## src/rtl/cv32e40p_instr_encoder_if.sv

```systemverilog
// Request and instruction channels of the RV32 instruction encoder.
// The slave modport is the encoder side, the master modport is the driver/consumer side.
interface cv32e40p_instr_encoder_if;
    logic        req_valid_i;
    logic        req_ready_o;
    logic [3:0]  req_class_i;
    logic [3:0]  req_funct_i;
    logic [4:0]  req_rd_i;
    logic [4:0]  req_rs1_i;
    logic [4:0]  req_rs2_i;
    logic [31:0] req_imm_i;
    logic        instr_valid_o;
    logic        instr_ready_i;
    logic [31:0] instr_rdata_o;
    logic        instr_illegal_o;

    modport slave (
        input  req_valid_i, req_class_i, req_funct_i, req_rd_i, req_rs1_i, req_rs2_i,
               req_imm_i, instr_ready_i,
        output req_ready_o, instr_valid_o, instr_rdata_o, instr_illegal_o
    );

    modport master (
        output req_valid_i, req_class_i, req_funct_i, req_rd_i, req_rs1_i, req_rs2_i,
               req_imm_i, instr_ready_i,
        input  req_ready_o, instr_valid_o, instr_rdata_o, instr_illegal_o
    );
endinterface

```

## src/rtl/cv32e40p_instr_encoder.sv

```systemverilog
// Encodes field-level instruction requests into RV32I words through a 2-entry FIFO,
// flagging unencodable requests and counting emitted and illegal instructions.
module cv32e40p_instr_encoder #(
    parameter int unsigned CNT_WIDTH = 16
) (
    input  logic                   clk,
    input  logic                   rst_n,
    input  logic                   flush_i,
    cv32e40p_instr_encoder_if.slave bus,
    output logic [CNT_WIDTH-1:0]   instr_cnt_o,
    output logic [7:0]             err_cnt_o
);
    localparam int unsigned DEPTH_W = 2;

    localparam logic [3:0] CLS_OP     = 4'd0;
    localparam logic [3:0] CLS_OPIMM  = 4'd1;
    localparam logic [3:0] CLS_LOAD   = 4'd2;
    localparam logic [3:0] CLS_STORE  = 4'd3;
    localparam logic [3:0] CLS_BRANCH = 4'd4;
    localparam logic [3:0] CLS_LUI    = 4'd5;
    localparam logic [3:0] CLS_AUIPC  = 4'd6;
    localparam logic [3:0] CLS_JAL    = 4'd7;
    localparam logic [3:0] CLS_JALR   = 4'd8;
    localparam logic [3:0] CLS_SYSTEM = 4'd9;

    localparam logic [6:0] OPC_OP     = 7'b0110011;
    localparam logic [6:0] OPC_OPIMM  = 7'b0010011;
    localparam logic [6:0] OPC_LOAD   = 7'b0000011;
    localparam logic [6:0] OPC_STORE  = 7'b0100011;
    localparam logic [6:0] OPC_BRANCH = 7'b1100011;
    localparam logic [6:0] OPC_LUI    = 7'b0110111;
    localparam logic [6:0] OPC_AUIPC  = 7'b0010111;
    localparam logic [6:0] OPC_JAL    = 7'b1101111;
    localparam logic [6:0] OPC_JALR   = 7'b1100111;

    typedef struct packed {
        logic        illegal;
        logic [31:0] word;
    } entry_t;

    logic [2:0]  f3;
    logic        alt;
    logic [4:0]  rd, rs1, rs2;
    logic [31:0] imm;
    logic        imm_i_ok, imm_b_ok, imm_j_ok;
    logic [31:0] enc_word_c;
    logic        enc_legal_c;

    assign f3  = bus.req_funct_i[2:0];
    assign alt = bus.req_funct_i[3];
    assign rd  = bus.req_rd_i;
    assign rs1 = bus.req_rs1_i;
    assign rs2 = bus.req_rs2_i;
    assign imm = bus.req_imm_i;

    // Signed range checks: upper bits must be a pure sign extension.
    assign imm_i_ok = (&imm[31:11]) | ~(|imm[31:11]);
    assign imm_b_ok = ((&imm[31:12]) | ~(|imm[31:12])) & ~imm[0];
    assign imm_j_ok = ((&imm[31:20]) | ~(|imm[31:20])) & ~imm[0];

    always_comb begin
        enc_word_c  = '0;
        enc_legal_c = 1'b0;
        case (bus.req_class_i)
            CLS_OP: begin
                enc_legal_c = ~alt | (f3 == 3'b000) | (f3 == 3'b101);
                enc_word_c  = {1'b0, alt, 5'b0, rs2, rs1, f3, rd, OPC_OP};
            end
            CLS_OPIMM: begin
                if ((f3 == 3'b001) || (f3 == 3'b101)) begin
                    enc_legal_c = ~(|imm[31:5]) & (~alt | (f3 == 3'b101));
                    enc_word_c  = {1'b0, alt, 5'b0, imm[4:0], rs1, f3, rd, OPC_OPIMM};
                end else begin
                    enc_legal_c = ~alt & imm_i_ok;
                    enc_word_c  = {imm[11:0], rs1, f3, rd, OPC_OPIMM};
                end
            end
            CLS_LOAD: begin
                enc_legal_c = ~alt & imm_i_ok & (f3 != 3'b011) & (f3[2:1] != 2'b11);
                enc_word_c  = {imm[11:0], rs1, f3, rd, OPC_LOAD};
            end
            CLS_STORE: begin
                enc_legal_c = ~alt & imm_i_ok & ~f3[2] & (f3 != 3'b011);
                enc_word_c  = {imm[11:5], rs2, rs1, f3, imm[4:0], OPC_STORE};
            end
            CLS_BRANCH: begin
                enc_legal_c = ~alt & imm_b_ok & (f3[2:1] != 2'b01);
                enc_word_c  = {imm[12], imm[10:5], rs2, rs1, f3, imm[4:1], imm[11], OPC_BRANCH};
            end
            CLS_LUI, CLS_AUIPC: begin
                enc_legal_c = ~alt & ~(|imm[11:0]);
                enc_word_c  = {imm[31:12], rd, (bus.req_class_i == CLS_LUI) ? OPC_LUI : OPC_AUIPC};
            end
            CLS_JAL: begin
                enc_legal_c = ~alt & imm_j_ok;
                enc_word_c  = {imm[20], imm[10:1], imm[11], imm[19:12], rd, OPC_JAL};
            end
            CLS_JALR: begin
                enc_legal_c = ~alt & imm_i_ok & (f3 == 3'b000);
                enc_word_c  = {imm[11:0], rs1, f3, rd, OPC_JALR};
            end
            CLS_SYSTEM: begin
                // ECALL, EBREAK, MRET, WFI
                enc_legal_c = ~alt & ~f3[2];
                case (f3[1:0])
                    2'd0:    enc_word_c = 32'h0000_0073;
                    2'd1:    enc_word_c = 32'h0010_0073;
                    2'd2:    enc_word_c = 32'h3020_0073;
                    default: enc_word_c = 32'h1050_0073;
                endcase
            end
            default: begin
                enc_legal_c = 1'b0;
                enc_word_c  = '0;
            end
        endcase
        if (!enc_legal_c) begin
            enc_word_c = '0;
        end
    end

    entry_t                 slot0_q, slot0_d, slot1_q, slot1_d, new_entry;
    logic [DEPTH_W-1:0]     count_q, count_d;
    logic                   valid_q, valid_d, ready_q, ready_d;
    logic [CNT_WIDTH-1:0]   instr_cnt_q, instr_cnt_d;
    logic [7:0]             err_cnt_q, err_cnt_d;
    logic                   push, pop;

    assign new_entry = '{illegal: ~enc_legal_c, word: enc_word_c};
    assign push      = bus.req_valid_i & ready_q & ~flush_i;
    assign pop       = valid_q & bus.instr_ready_i & ~flush_i;

    // Shift FIFO: slot0 is always the head, so outputs come straight from registers.
    always_comb begin
        slot0_d     = slot0_q;
        slot1_d     = slot1_q;
        count_d     = count_q;
        instr_cnt_d = instr_cnt_q + CNT_WIDTH'(pop);
        err_cnt_d   = err_cnt_q;
        if (push && !enc_legal_c && (err_cnt_q != 8'hFF)) begin
            err_cnt_d = err_cnt_q + 8'd1;
        end
        if (flush_i) begin
            slot0_d = '0;
            slot1_d = '0;
            count_d = '0;
        end else begin
            case ({push, pop})
                2'b10: begin
                    if (count_q == 2'd0) slot0_d = new_entry;
                    else                 slot1_d = new_entry;
                    count_d = count_q + 2'd1;
                end
                2'b01: begin
                    slot0_d = slot1_q;
                    slot1_d = '0;
                    count_d = count_q - 2'd1;
                end
                2'b11: begin
                    slot0_d = (count_q == 2'd1) ? new_entry : slot1_q;
                    slot1_d = (count_q == 2'd1) ? entry_t'('0) : new_entry;
                end
                default: ;
            endcase
        end
        valid_d = (count_d != 2'd0);
        ready_d = (count_d != 2'd2);
    end

    always_ff @(posedge clk) begin
        if (!rst_n) begin
            slot0_q     <= '0;
            slot1_q     <= '0;
            count_q     <= '0;
            valid_q     <= 1'b0;
            ready_q     <= 1'b1;
            instr_cnt_q <= '0;
            err_cnt_q   <= '0;
        end else begin
            slot0_q     <= slot0_d;
            slot1_q     <= slot1_d;
            count_q     <= count_d;
            valid_q     <= valid_d;
            ready_q     <= ready_d;
            instr_cnt_q <= instr_cnt_d;
            err_cnt_q   <= err_cnt_d;
        end
    end

    assign bus.req_ready_o     = ready_q;
    assign bus.instr_valid_o   = valid_q;
    assign bus.instr_rdata_o   = slot0_q.word;
    assign bus.instr_illegal_o = slot0_q.illegal;
    assign instr_cnt_o         = instr_cnt_q;
    assign err_cnt_o           = err_cnt_q;
endmodule

```

## src/flat_wrapper.sv

```systemverilog
// flat-port wrapper written by rule: the top's interface ports become plain ports
module cv32e40p_instr_encoder_flat 
#(
    parameter int unsigned CNT_WIDTH = 16
)
  (clk, rst_n, flush_i, instr_cnt_o, err_cnt_o, bus_req_valid_i, bus_req_class_i, bus_req_funct_i, bus_req_rd_i, bus_req_rs1_i, bus_req_rs2_i, bus_req_imm_i, bus_instr_ready_i, bus_req_ready_o, bus_instr_valid_o, bus_instr_rdata_o, bus_instr_illegal_o);
  cv32e40p_instr_encoder_if bus_i ();
  input  logic clk;
  input  logic rst_n;
  input  logic flush_i;
  output logic [CNT_WIDTH-1:0] instr_cnt_o;
  output logic [7:0] err_cnt_o;
  input wire logic [$bits(bus_i.req_valid_i)-1:0] bus_req_valid_i;
  input wire logic [$bits(bus_i.req_class_i)-1:0] bus_req_class_i;
  input wire logic [$bits(bus_i.req_funct_i)-1:0] bus_req_funct_i;
  input wire logic [$bits(bus_i.req_rd_i)-1:0] bus_req_rd_i;
  input wire logic [$bits(bus_i.req_rs1_i)-1:0] bus_req_rs1_i;
  input wire logic [$bits(bus_i.req_rs2_i)-1:0] bus_req_rs2_i;
  input wire logic [$bits(bus_i.req_imm_i)-1:0] bus_req_imm_i;
  input wire logic [$bits(bus_i.instr_ready_i)-1:0] bus_instr_ready_i;
  output wire logic [$bits(bus_i.req_ready_o)-1:0] bus_req_ready_o;
  output wire logic [$bits(bus_i.instr_valid_o)-1:0] bus_instr_valid_o;
  output wire logic [$bits(bus_i.instr_rdata_o)-1:0] bus_instr_rdata_o;
  output wire logic [$bits(bus_i.instr_illegal_o)-1:0] bus_instr_illegal_o;
  assign bus_i.req_valid_i = bus_req_valid_i;
  assign bus_i.req_class_i = bus_req_class_i;
  assign bus_i.req_funct_i = bus_req_funct_i;
  assign bus_i.req_rd_i = bus_req_rd_i;
  assign bus_i.req_rs1_i = bus_req_rs1_i;
  assign bus_i.req_rs2_i = bus_req_rs2_i;
  assign bus_i.req_imm_i = bus_req_imm_i;
  assign bus_i.instr_ready_i = bus_instr_ready_i;
  assign bus_req_ready_o = bus_i.req_ready_o;
  assign bus_instr_valid_o = bus_i.instr_valid_o;
  assign bus_instr_rdata_o = bus_i.instr_rdata_o;
  assign bus_instr_illegal_o = bus_i.instr_illegal_o;
  cv32e40p_instr_encoder #(.CNT_WIDTH(CNT_WIDTH)) u_core (.clk(clk), .rst_n(rst_n), .flush_i(flush_i), .bus(bus_i), .instr_cnt_o(instr_cnt_o), .err_cnt_o(err_cnt_o));
endmodule
```

## config.mk

```make
export PLATFORM = sky130hd
export DESIGN_NAME = cv32e40p_instr_encoder_flat
export DESIGN_NICKNAME = d
export VERILOG_FILES = /design/src/rtl/cv32e40p_instr_encoder_if.sv /design/src/rtl/cv32e40p_instr_encoder.sv /design/src/flat_wrapper.sv
export SDC_FILE = /design/constraint.sdc
export NUM_CORES = 1
export LEC_CHECK = 0
export ABC_AREA = 1
export BUFFER_PORTS_ARGS = -buffer_cell sky130_fd_sc_hd__buf_2
export CAP_MARGIN = 20
export CORE_MARGIN = 4
export CORE_UTILIZATION = 40
export CTS_CLUSTER_DIAMETER = 100
export CTS_CLUSTER_SIZE = 20
export DETAILED_ROUTE_END_ITERATION = 10
export GPL_ROUTABILITY_DRIVEN = 0
export PLACE_DENSITY = 0.6
export SETUP_SLACK_MARGIN = 0.5
export SLEW_MARGIN = 0
export SYNTH_ARGS = -nofsm -noshare
export SYNTH_HDL_FRONTEND = slang
export SYNTH_SLANG_ARGS = --single-unit
```

## constraint.sdc

```tcl
create_clock -name clk -period 3.8 [get_ports clk]
set_input_delay 1.14 -clock clk [delete_from_list [all_inputs] [get_ports clk]]
set_output_delay 1.14 -clock clk [all_outputs]
set_load 0.02 [all_outputs]
```

==> summary.md, run 1 <==
| Metric | Value |
|---|---|
| P&R area growth vs syn | 20.7% |
| Worst hold start | u_core.bus.instr_rdata_o[10] |
| Mapped Cells | about 800 |
| CTS tree | built |
| ANT nets after route | 0 |
| Number of library cell types mapped by synthesis | 39 |
| CP startpoint kind | input port |
| Total gr overflow | 0 |
| Routed via count | 5,641 |
| DRT Pass-1 Iters | 5 |
| Post-Synthesis Net Count | ~890 |
| P_sw | 583 uW |
| Pleak | 0.00269 uW |
| ANT cells | 0 |
| Syn Area/Cell | 6.37 sq um |
| Met3 WL | about 1100 microns |
| Clock network fraction of total power | 0.428 |
| FF-to-FF Start | u_core.bus.instr_valid_o |
| YS warnings | 0 |
| CP required | 4.05 ns |
| Dpl hpwl | 11,400 microns |
| Die ar. | 14,900 sq um |
| Slew Viols, Final | 0 |
| DRT Wirelength | 15,800 microns |
| Worst reg-to-reg setup slack | 1.50 ns |
| Sw Ratio | 0.264 |
| Die H | 122 microns |
| Clock skew | 0.00423 ns |
| DR top layer | met4 |
| Crit end category | flop |
| Min Tclk post-route | 2.93 ns |
| Site Rows | just over 40 |
| Rel. slew slack | 0.649 |
| R2R depth | 14 |
| Comb pwr share | 0.128 |
| Ranking of synthesized cells by area | dfxtp_1 35%, nand2_1 17%, a21oi_1 8.0% |
| Share of cells above drive strength 1 | 0.180 |
| Final Power | 2210 uW |
| Area leader, netlist | dfxtp_1 |
| Root Driver | clkbuf_16 |
| RSZ-0062 raised after global routing | no |
| GR Util All Layers | 0.211 |
| Slowest-stage cell, CP | nor4_1 |
| Final hold violation count | 0 |
| CTS max path bufs | 2 |
| Outcome | completed |
| Sequential area share after synthesis | 0.353 |
| Nets | 995 |
| Int Power | ~1600 uW |
| Global-route wire length before repair | between 20,000 and 30,000 microns |
| WL met1 | around 7500 microns |
| FF+latch area | 1840 sq um |
| PortBufs | roughly 120 |
| Peak supply drop | 0.188 mV |
| Crit path DAT | 3.17 ns |
| DR iter-0 viols | between 400 and 500 |
| Initial Utilization | 0.410 |
| Vias in the first global route | between 5,000 and 6,000 |
| Fmax | between 0.3 and 0.4 GHz |
| Die X | ~120 microns |
| Number of setup violations in the final report | 0 |
| Mapped Area | roughly 5200 sq um |
| Pin count of the biggest net entering global routing | 43 |
| Sinks on Clock Net | slightly above 90 |
| Tightest Pin Transition | 0.527 ns |
| Max Cap Viol | 0 |
| Register bit total from synthesis | a little over 90 |
| Hold EP | u_core.bus.instr_rdata_o[10] |
| Clock Pin Slew Worst Setup and Hold Paths | 0.06 ns |
| TNS Setup | 0 ns |
| Crit-path max FO | 3 |
| Routed WL per cell | about 14 microns |
| PwrDens | approximately 350 nW/um^2 |
| Multi-input gate area | 2930 sq um |
| Crit-path max cell delay | about 0.35 ns |
| Clock latency on the worst-skew pair | 0.35 ns |
| Hold path depth | 2 |
| Ports | between 100 and 150 |
| Most frequent CP cell | nand2_1 |
| Initial antenna violation count | 0 |
| Capturing point of the worst reg2reg path | u_core.instr_cnt_o[15] |
| CTS buffer count | 9 |
| Met2 wire length | 6860 microns |
| Critical path, cell by cell | buf_2, inv_1, nand3_1, inv_1, ha_1, nand3_1, nor3_1, nand2_1, nor2_1, nand2_1, nor2_1, nand2_1, nor4_1, nand3_1, nand2_1, nor2_1 |
| Core region area | 12,700 sq um |
| H-tree lvl count | 3 |
| Fin crit share | 0.771 |
| WS Path Type | input port to flop |
| Top-area cell type share of the netlist area | 0.353 |
| DR DRC count | 0 |
| Filler cells | 1,396 |
| Sequential power share | 0.444 |
| Worst hold path type | flop to flop |
| Vias/cell | 5.11 |
## kinds of logic after synthesis
family / count (synthesis) / share of synthesized area
adder cells (fa/ha/maj): 9 / 0.0216
buffers and inverters: 113 / 0.0884
flip-flops: 92 / 0.353
AO/OA/AOI/OAI: 200 / 0.207
AND/OR/NAND/NOR: 400 / 0.322
XOR/XNOR: 5 / 0.00839
## power groups by stage
| stage | Sequential, uW | Clock, uW | Combinational, uW |
|---|---|---|---|
| 2_1_floorplan | 1020 | 0 | 155 |
| 5_1_grt | 982 | 1010 | 317 |
| 6_report | 981 | 946 | 284 |
| 3_3_place_gp | 1000 | 0 | 282 |
| 3_5_place_dp | 1000 | 0 | 281 |
| 4_1_cts | 981 | 970 | 282 |
## critical path, delay by kind of cell
family / cells / cell delay, ns
buf+inv: 3 / 0.28
simple gates: 12 / 1.58
fa+ha+maj: 1 / 0.17
## metrics by stage
step                      worst slack (ns)  cell area [sq um]  hold WS [ns]  utilization  instances
after floorplan                      0.664               5220         0.445            -        819
after global placement               0.519               5980         0.453        0.470       1087
after detailed placement             0.466               5980         0.456        0.470       1087
after CTS                            0.836               6290         0.466        0.495       1103
after global routing                 0.542               6300         0.478        0.495       1103
final                                0.871               6300         0.462        0.495       1103
## sequential cells by signal, summed over array words and instances (netlist names)
register	cells
u_core.slot1_q	32
u_core.bus.instr_rdata_o	31
u_core.instr_cnt_o	16
u_core.err_cnt_o	8
u_core.count_q	2
u_core.bus.instr_illegal_o	1
u_core.bus.instr_valid_o	1
u_core.bus.req_ready_o	1
## timing repair
item | in CTS | in global routing
setup endpoints to repair | 0 | 1
gates resized for setup | 0 | 1
buffers inserted | 0 | 0
hold buffers | 0 | 0
## cell usage in the layout (no fill, tap or decap), drive strengths merged, types with 2 or more instances in the layout
cell	n
nand2	247
buf	131
dfxtp	92
nor2	88
a21oi	83
inv	76
o21ai	74
nand3	42
a31oi	22
clkbuf	13
nor3	12
ha	9
nand4	8
o22ai	6
clkinv	4
o21a	3
o211ai	3
xnor2	3
a22o	3
xor2	2
a22oi	2
o2111ai	2
## cells in the mapped netlist (all sizes together)
cell,count
a211oi,1
nor2,88
a22o,3
nand3b,1
ha,9
o221ai,1
and3,1
nor3,12
dfxtp,92
o22ai,6
clkinv,2
nor4,1
xnor2,3
o21ai,74
nand4,8
nand3,42
a21oi,83
o2111ai,2
nand2,247
buf,7
o21a,3
a22oi,2
clkbuf,28
xor2,2
o211ai,3
a31oi,22
inv,76
## how the worst max path moves through the flow
| stage | start | slack, ns | cells after the start | end |
|---|---|---|---|---|
| final | flush_i | 0.87 | 16 | u_core.instr_cnt_o[15] |
| after global routing | flush_i | 0.54 | 16 | u_core.instr_cnt_o[14] |
| after CTS | flush_i | 0.84 | 16 | u_core.instr_cnt_o[14] |
| after detailed placement | flush_i | 0.47 | 16 | u_core.instr_cnt_o[14] |
| after global placement | flush_i | 0.52 | 16 | u_core.instr_cnt_o[14] |
| after floorplan | flush_i | 0.66 | 15 | u_core.instr_cnt_o[15] |
## layer usage
| layer | up-vias | track usage |
|---|---|---|
| li1 | 2911 | - |
| met1 | 2527 | 0.296 |
| met2 | 182 | 0.327 |
| met3 | 21 | 0.0346 |
| met4 | 0 | 0.0798 |
| met5 | - | 0 |
## final cells by class
class                      instances  share of cell area
clock buffer                      13              0.0429
clock inverter                     3             0.00695
inverter                          78              0.0477
multi-input combinational        614               0.465
sequential                        92               0.292
tap                              172              0.0342
timing repair buffer             131               0.111
No activity file was read; power rests on OpenSTA's default activity.
==> inputs of run 2 (changes only) <==
==> constraint.sdc (replaced) <==
create_clock -name clk -period 2.8 [get_ports clk]
set_input_delay 0.84 -clock clk [delete_from_list [all_inputs] [get_ports clk]]
set_output_delay 0.84 -clock clk [all_outputs]
set_load 0.02 [all_outputs]
==> run 2 against run 1 <==
  * Clock power increased by 14%
  * Cell area grew 7.7%
  * Count of clock-buffer cells in the layout fell by 3
  * Sequential power is 36% higher
  * Worst hold slack got worse by 0.0021 ns
  * Utilization increased by 3.8 points
  * Total power is 29% higher
  * Die area is the same
  * First-iteration DRC count increased by 9.5%
  * Register-to-register slack worse by 0.87 ns
  * Critical path type unchanged
  * Largest cell class unchanged
==> summary.md, run 2 (synthesis gave the netlist of run 1 again) <==
| Metric | Value |
|---|---|
| WS Path Type | input port to flop (unchanged) |
| Hold EP | u_core.bus.instr_rdata_o[3] (was u_core.bus.instr_rdata_o[10]) |
| Worst hold start | u_core.bus.instr_rdata_o[3] (was u_core.bus.instr_rdata_o[10]) |
| FF-to-FF Start | u_core.bus.instr_valid_o (unchanged) |
| Hold path depth | 2 (unchanged) |
| Initial antenna violation count | 0 (unchanged) |
| Hold slack | 0.460 ns (was 0.462 ns) |
| Worst hold path type | flop to flop (unchanged) |
| CTS hold repair buffers | 0 (unchanged) |
| Clock skew | 0.00573 ns (was 0.00423 ns) |
| Met2 wire length | 7310 microns (was 6860 microns) |
| Commonest non-fill, non-tap cell in the layout | nand2_1 (unchanged) |
| Final hold violation count | 0 (unchanged) |
| Global-route wire length before repair | 26,000 microns (was 25,300 microns) |
| Layout Cells excl Fill | 1,131 (was 1,103) |
| Vias/cell | 5.24 (was 5.11) |
| Total gr overflow | 0 (unchanged) |
| Peak supply drop | 0.226 mV (was 0.188 mV) |
| PortBufs | 118 (unchanged) |
| Clock latency on the worst-skew pair | 0.34 ns (was 0.35 ns) |
| Most frequent cells in the layout | 237 x nand2_1, 116 x buf_2, 92 x dfxtp_1, 77 x a21oi_1, 72 x nor2_1 (was 243 x nand2_1, 118 x buf_2, 92 x dfxtp_1, 82 x a21oi_1, 80 x nor2_1) |
| Initial Utilization | 0.410 (unchanged) |
| Worst path top cell family by delay | simple AND/OR/NAND/NOR gates (unchanged) |
| Pleak | 0.00285 uW (was 0.00269 uW) |
| Root Driver | clkbuf_16 (unchanged) |
| DR top layer | met4 (unchanged) |
| Cell total after placement | 1,096 (was 1,087) |
| Sinks on Clock Net | 92 (unchanged) |
| DRT Pass-1 Iters | 5 (unchanged) |
| Dpl hpwl | 11,400 microns (about the same) |
| Nets | 1,026 (was 995) |
| Outcome | completed (unchanged) |
| Share of cells above drive strength 1 | 0.246 (was 0.180) |
| TNS Setup | 0 ns (unchanged) |
| Placement Setup Slack | -0.0203 ns (was 0.466 ns) |
| Clock Pin Slew Worst Setup and Hold Paths | 0.06 ns (about the same) |
| Capturing point of the worst reg2reg path | u_core.instr_cnt_o[15] (unchanged) |
| Min Tclk post-route | 2.42 ns |
| Max reg flops | 32 (unchanged) |
| DR DRC count | 0 (unchanged) |
| Top reg by flops | u_core.slot1_q (unchanged) |
| Core region area | 12,700 sq um (unchanged) |
| Worst setup margin | 0.379 ns (was 0.871 ns) |
| Met3 WL | 1260 microns (was 1060 microns) |
| DR iter-0 viols | 461 (was 421) |
| Die X | 122 microns (unchanged) |
| Rel. slew slack | 0.668 (was 0.649) |
| ANT cells | 0 (unchanged) |
| CP required | 3.04 ns (was 4.05 ns) |
| R2R depth | 14 (unchanged) |
| Critical path, cell by cell | buf_12, inv_12, nand3_4, inv_4, ha_4, nand3_4, nor3_4, nand2_2, nor2_2, nand2_1, nor2_2, nand2_2, nor4_4, nand3_1, nand2_1, nor2_1 (was buf_2, inv_1, nand3_1, inv_1, ha_1, nand3_1, nor3_1, nand2_1, nor2_1, nand2_1, nor2_1, nand2_1, nor4_1, nand3_1, nand2_1, nor2_1) |
| Ports | 119 (unchanged) |
| Routed via count | 5,929 (was 5,641) |
| Crit path DAT | 2.66 ns (was 3.17 ns) |
| Worst reg-to-reg setup slack | 0.63 ns (was 1.50 ns) |
| Slew Viols, Final | 0 (unchanged) |
| Crit-path max cell delay | 0.31 ns (was 0.35 ns) |
| P&R area growth vs syn | 30.0% (was 20.7%) |
| Tightest Pin Transition | 0.494 ns (was 0.527 ns) |
| CTS buffer count | 9 (unchanged) |
| WP buf/inv | 3 (unchanged) |
| CTS tree | built (unchanged) |
| Fin crit share | 0.865 |
| WL met1 | 8010 microns (was 7540 microns) |
| Crit-path max FO | 3 (unchanged) |
| Slowest-stage cell, CP | nor4_4 (was nor4_1) |
| H-tree lvl count | 3 (unchanged) |
| Routed WL per cell | 15.0 microns (was 14.3 microns) |
| Max Cap Viol | 0 (unchanged) |
| ANT nets after route | 0 (unchanged) |
| Filler cells | 1,334 (was 1,396) |
| Crit end category | flop (unchanged) |
| Site Rows | 41 (unchanged) |
| Fmax | ~0.41 GHz |
| RSZ-0062 raised after global routing | yes (was no) |
| GR Util All Layers | 0.217 (was 0.211) |
| DRT Wirelength | 16,900 microns (was 15,800 microns) |
| Die ar. | 14,900 sq um (unchanged) |
| CP startpoint kind | input port (unchanged) |
| Number of setup violations in the final report | 0 (unchanged) |
| Die H | 122 microns (unchanged) |
| Vias in the first global route | 5,317 (was 5,181) |
| CTS max path bufs | 2 (unchanged) |
| Critical Path Start | flush_i (unchanged) |
| PwrDens | 421 nW/um^2 (was 351 nW/um^2) |
| Pin count of the biggest net entering global routing | 44 (was 43) |
run 2: changes by cell type in the layout (fill, tap and decap cells not counted), sizes merged:
cell / previous run / this run
buf: 131 / 157
clkbuf: 13 / 12
bufinv: 1 / 0
inv: 76 / 75
clkinvlp: 0 / 3
nor2: 88 / 90
run 2: where the power goes:
part	total, uW	internal [uW]	switching (uW)
sequential	1330	1320	8.20
combinational	441	149	292
clock	1080	584	499
total	2860	2060	800
run 2: final cells by class:
class	instances	area (sq um)	share of cell area
clock inverters	3	17.5	0.00258
flip-flops and latches	92	1840	0.271
repair inverters	1	7.51	0.00111
inverters	78	327	0.0481
repair buffers	159	977	0.144
clock buffers	10	229	0.0338
multi-input cells	616	3170	0.467
well taps	172	215	0.0317
run 2: worst max path at each step:
stage                                        end  slack (ns)  depth (start not counted)
finish                    u_core.instr_cnt_o[15]        0.38                         16
global route              u_core.instr_cnt_o[15]        0.20                         16
CTS                 u_core.bus.instr_rdata_o[20]        0.47                         14
detailed placement        u_core.instr_cnt_o[14]       -0.02                         16
global placement          u_core.instr_cnt_o[14]        0.03                         16
floorplan                 u_core.instr_cnt_o[14]        0.23                         15
run 2: routing by layer:
metal	vias up	global-route usage
li1	2982	-
met2	218	0.327
met5	-	0
met3	25	0.0364
met4	0	0.0819
met1	2704	0.311
run 2: per-stage QoR:
stage | util | total power [uW] | cell area, sq um
5_1_grt | 0.533 | 2980 | 6780
2_1_floorplan | - | 1590 | 5300
3_5_place_dp | 0.481 | 1760 | 6120
3_3_place_gp | 0.481 | 1760 | 6120
6_report | 0.533 | 2860 | 6780
4_1_cts | 0.504 | 2840 | 6410
run 2: timing repair:
action,4_1_cts,5_1_grt
gates resized for setup,3,58
setup endpoints to repair,30,74
pin swaps,5,21
gates cloned,1,3
setup buffers,2,16
run 2: worst min-delay path: cells and delay by family (launching register included):
kind	cells	cell delay [ns]
and+or+nand+nor	1	0.06
DFF	1	0.30
AOI/OAI and AO/OA	1	0.05
==> inputs of run 3 (changes only) <==
--- a/config.mk
+++ b/config.mk
@@ -14,6 +14,7 @@
 export CTS_CLUSTER_SIZE = 20
 export DETAILED_ROUTE_END_ITERATION = 10
 export GPL_ROUTABILITY_DRIVEN = 0
+export GPL_TIMING_DRIVEN = 0
 export PLACE_DENSITY = 0.6
 export SETUP_SLACK_MARGIN = 0.5
 export SLEW_MARGIN = 0
==> run 3 against run 2 <==
  * Sequential share of layout area decreased by 1.5 points
  * First-iteration DRC count fell by 12%
  * Utilization is 3.1 points higher
  * Critical path type unchanged
  * Final cell count increased by 3.1%
  * Clock power is 22% higher
  * Count of clock-buffer cells in the layout grew 1
  * Largest cell class unchanged
  * Clock skew rose by 0.0015 ns
==> summary.md, run 3 (synthesis gave the netlist of run 1 again) <==
| Metric | Value |
|---|---|
| Most frequent cells in the layout | 232 x nand2_1, 116 x buf_2, 92 x dfxtp_1, 72 x a21oi_1, 69 x nor2_1 (was 237 x nand2_1, 116 x buf_2, 92 x dfxtp_1, 77 x a21oi_1, 72 x nor2_1) |
| WS Path Type | input port to flop (unchanged) |
| GR Util All Layers | 0.227 (was 0.217) |
| DR iter-0 viols | 407 (was 461) |
| Crit-path max FO | 3 (unchanged) |
| Design Area, Final | 7180 sq um (was 6780 sq um) |
| Int Power | 2290 uW (was 2060 uW) |
| Routed WL per cell | 15.1 microns (was 15.0 microns) |
| Hold path depth | 2 (unchanged) |
| Outcome | completed (unchanged) |
| Die X | 122 microns (unchanged) |
| Pleak | 0.00306 uW (was 0.00285 uW) |
| Top reg by flops | u_core.slot1_q (unchanged) |
| Max Cap Viol | 0 (unchanged) |
| R2R depth | 16 (was 14) |
| RSZ-0062 raised after global routing | yes (unchanged) |
| DRT Pass-1 Iters | 5 (unchanged) |
| Die ar. | 14,900 sq um (unchanged) |
| Hold slack | 0.461 ns (was 0.460 ns) |
| DRT Wirelength | 17,500 microns (was 16,900 microns) |
| ANT cells | 0 (unchanged) |
| Fmax | 0.432 GHz (was 0.413 GHz) |
| Initial antenna violation count | 0 (unchanged) |
| Slew Viols, Final | 0 (unchanged) |
| PwrDens | 435 nW/um^2 (was 421 nW/um^2) |
| Sinks on Clock Net | 92 (unchanged) |
| P_sw | 832 uW (was 800 uW) |
| Max reg flops | 32 (unchanged) |
| Clock Pin Slew Worst Setup and Hold Paths | 0.07 ns (was 0.06 ns) |
| CTS hold repair buffers | 0 (unchanged) |
| Final hold violation count | 0 (unchanged) |
| Number of setup violations in the final report | 0 (unchanged) |
| Clock skew | 0.00722 ns (was 0.00573 ns) |
| Die H | 122 microns (unchanged) |
| Filler cells | 1,305 (was 1,334) |
| ANT nets after route | 0 (unchanged) |
| Commonest non-fill, non-tap cell in the layout | nand2_1 (unchanged) |
| Clock network fraction of total power | 0.424 (was 0.379) |
| CP required | 3.04 ns (about the same) |
| Vias/cell | 5.16 (was 5.24) |
| CTS buffer count | 9 (unchanged) |
| P&R area growth vs syn | 37.5% (was 30.0%) |
| Placed Area | 6100 sq um (was 6120 sq um) |
| CTS max path bufs | 2 (unchanged) |
| Share of cells above drive strength 1 | 0.286 (was 0.246) |
| Worst hold path type | flop to flop (unchanged) |
| Tightest Pin Transition | 0.579 ns (was 0.494 ns) |
| Rel. slew slack | 0.614 (was 0.668) |
| Pin count of the biggest net entering global routing | 15 (was 44) |
| Initial Utilization | 0.410 (unchanged) |
| CTS tree | built (unchanged) |
| DR DRC count | 0 (unchanged) |
| Core region area | 12,700 sq um (unchanged) |
| Sequential power share | 0.427 (was 0.466) |
| Nets | 1,059 (was 1,026) |
| Clock latency on the worst-skew pair | 0.35 ns (was 0.34 ns) |
| Site Rows | 41 (unchanged) |
| Vias in the first global route | 5,368 (was 5,317) |
| Routed via count | 6,018 (was 5,929) |
| Global-route wire length before repair | 26,800 microns (was 26,000 microns) |
| Crit end category | flop (unchanged) |
| Sw Ratio | 0.267 (was 0.280) |
| Fin crit share | 0.827 (was 0.865) |
| Dpl hpwl | 12,600 microns (was 11,400 microns) |
| CP startpoint kind | input port (unchanged) |
| Min Tclk post-route | 2.32 ns (was 2.42 ns) |
| Peak supply drop | 0.327 mV (was 0.226 mV) |
| Root Driver | clkbuf_16 (unchanged) |
| Comb pwr share | 0.149 (was 0.154) |
| PortBufs | 118 (unchanged) |
| Total gr overflow | 0 (unchanged) |
| Crit path DAT | 2.55 ns (was 2.66 ns) |
| H-tree lvl count | 3 (unchanged) |
| Ports | 119 (unchanged) |
run 3: final cells by class:
cell class                 instances  area (sq um)  share of cell area
multi-input combinational        614          3260               0.455
buffer                            35           264              0.0368
sequential                        92          1840               0.257
clock buffer                      11           243              0.0338
timing repair buffer             160           957               0.133
inverter                          78           318              0.0443
clock inverter                     4          73.8              0.0103
tap                              172           215              0.0300
run 3: what timing repair did:
| action | in CTS | in global routing |
|---|---|---|
| gates cloned | 0 | 2 |
| pin swaps | 13 | 26 |
| resized for setup | 47 | 96 |
| setup endpoints to repair | 69 | 77 |
| endpoints found under the hold margin | 0 | 0 |
| setup buffers | 25 | 15 |
run 3: path summary, 6_finish.rpt:
| check | slack, ns | startpoint | to |
|---|---|---|---|
| min reg2reg | 0.46 | u_core.bus.instr_rdata_o[3] | u_core.bus.instr_rdata_o[3] |
| max reg2reg | 0.73 | u_core.bus.instr_valid_o | u_core.instr_cnt_o[7] |
| min | 0.46 | u_core.bus.instr_rdata_o[3] | u_core.bus.instr_rdata_o[3] |
| max | 0.48 | bus_instr_ready_i | u_core.instr_cnt_o[7] |
run 3: power groups by stage:
stage / Clock, uW / Sequential, uW / Combinational (uW)
after floorplan: 0 / 1380 / 214
after global placement: 0 / 1360 / 396
after detailed placement: 0 / 1360 / 394
after CTS: 1350 / 1330 / 418
after global routing: 1400 / 1330 / 511
final: 1320 / 1330 / 466
run 3: metrics by stage:
stage	std cells	util	setup TNS (ns)	total power [uW]	setup slack (ns)
5_1_grt	1166	0.564	0	3240	0.408
3_5_place_dp	1109	0.480	-12.91	1760	-0.374
3_3_place_gp	1109	0.480	-12.06	1760	-0.366
6_report	1166	0.564	0	3120	0.483
2_1_floorplan	819	-	0	1590	0.232
4_1_cts	1149	0.532	0	3100	0.393
run 3: per-layer routing:
layer  up-vias  track usage  wire length, microns
li1       3042            -                     -
met1      2762        0.321                  8100
met2       187        0.347                  7850
met3        27       0.0433                  1190
met4         0       0.0784                   408
met5         -            0                     0
run 3: critical path: stages:
cell	delay [ns]
buf_2	0.11
nand3_4	0.09
clkinv_4	0.06
ha_4	0.17
nand3_4	0.10
nor3_4	0.04
nand2_2	0.07
nor2_2	0.04
buf_4	0.12
buf_4	0.12
buf_4	0.12
buf_4	0.12
buf_4	0.12
buf_4	0.12
buf_4	0.13
o21ai_1	0.12
a21oi_1	0.05
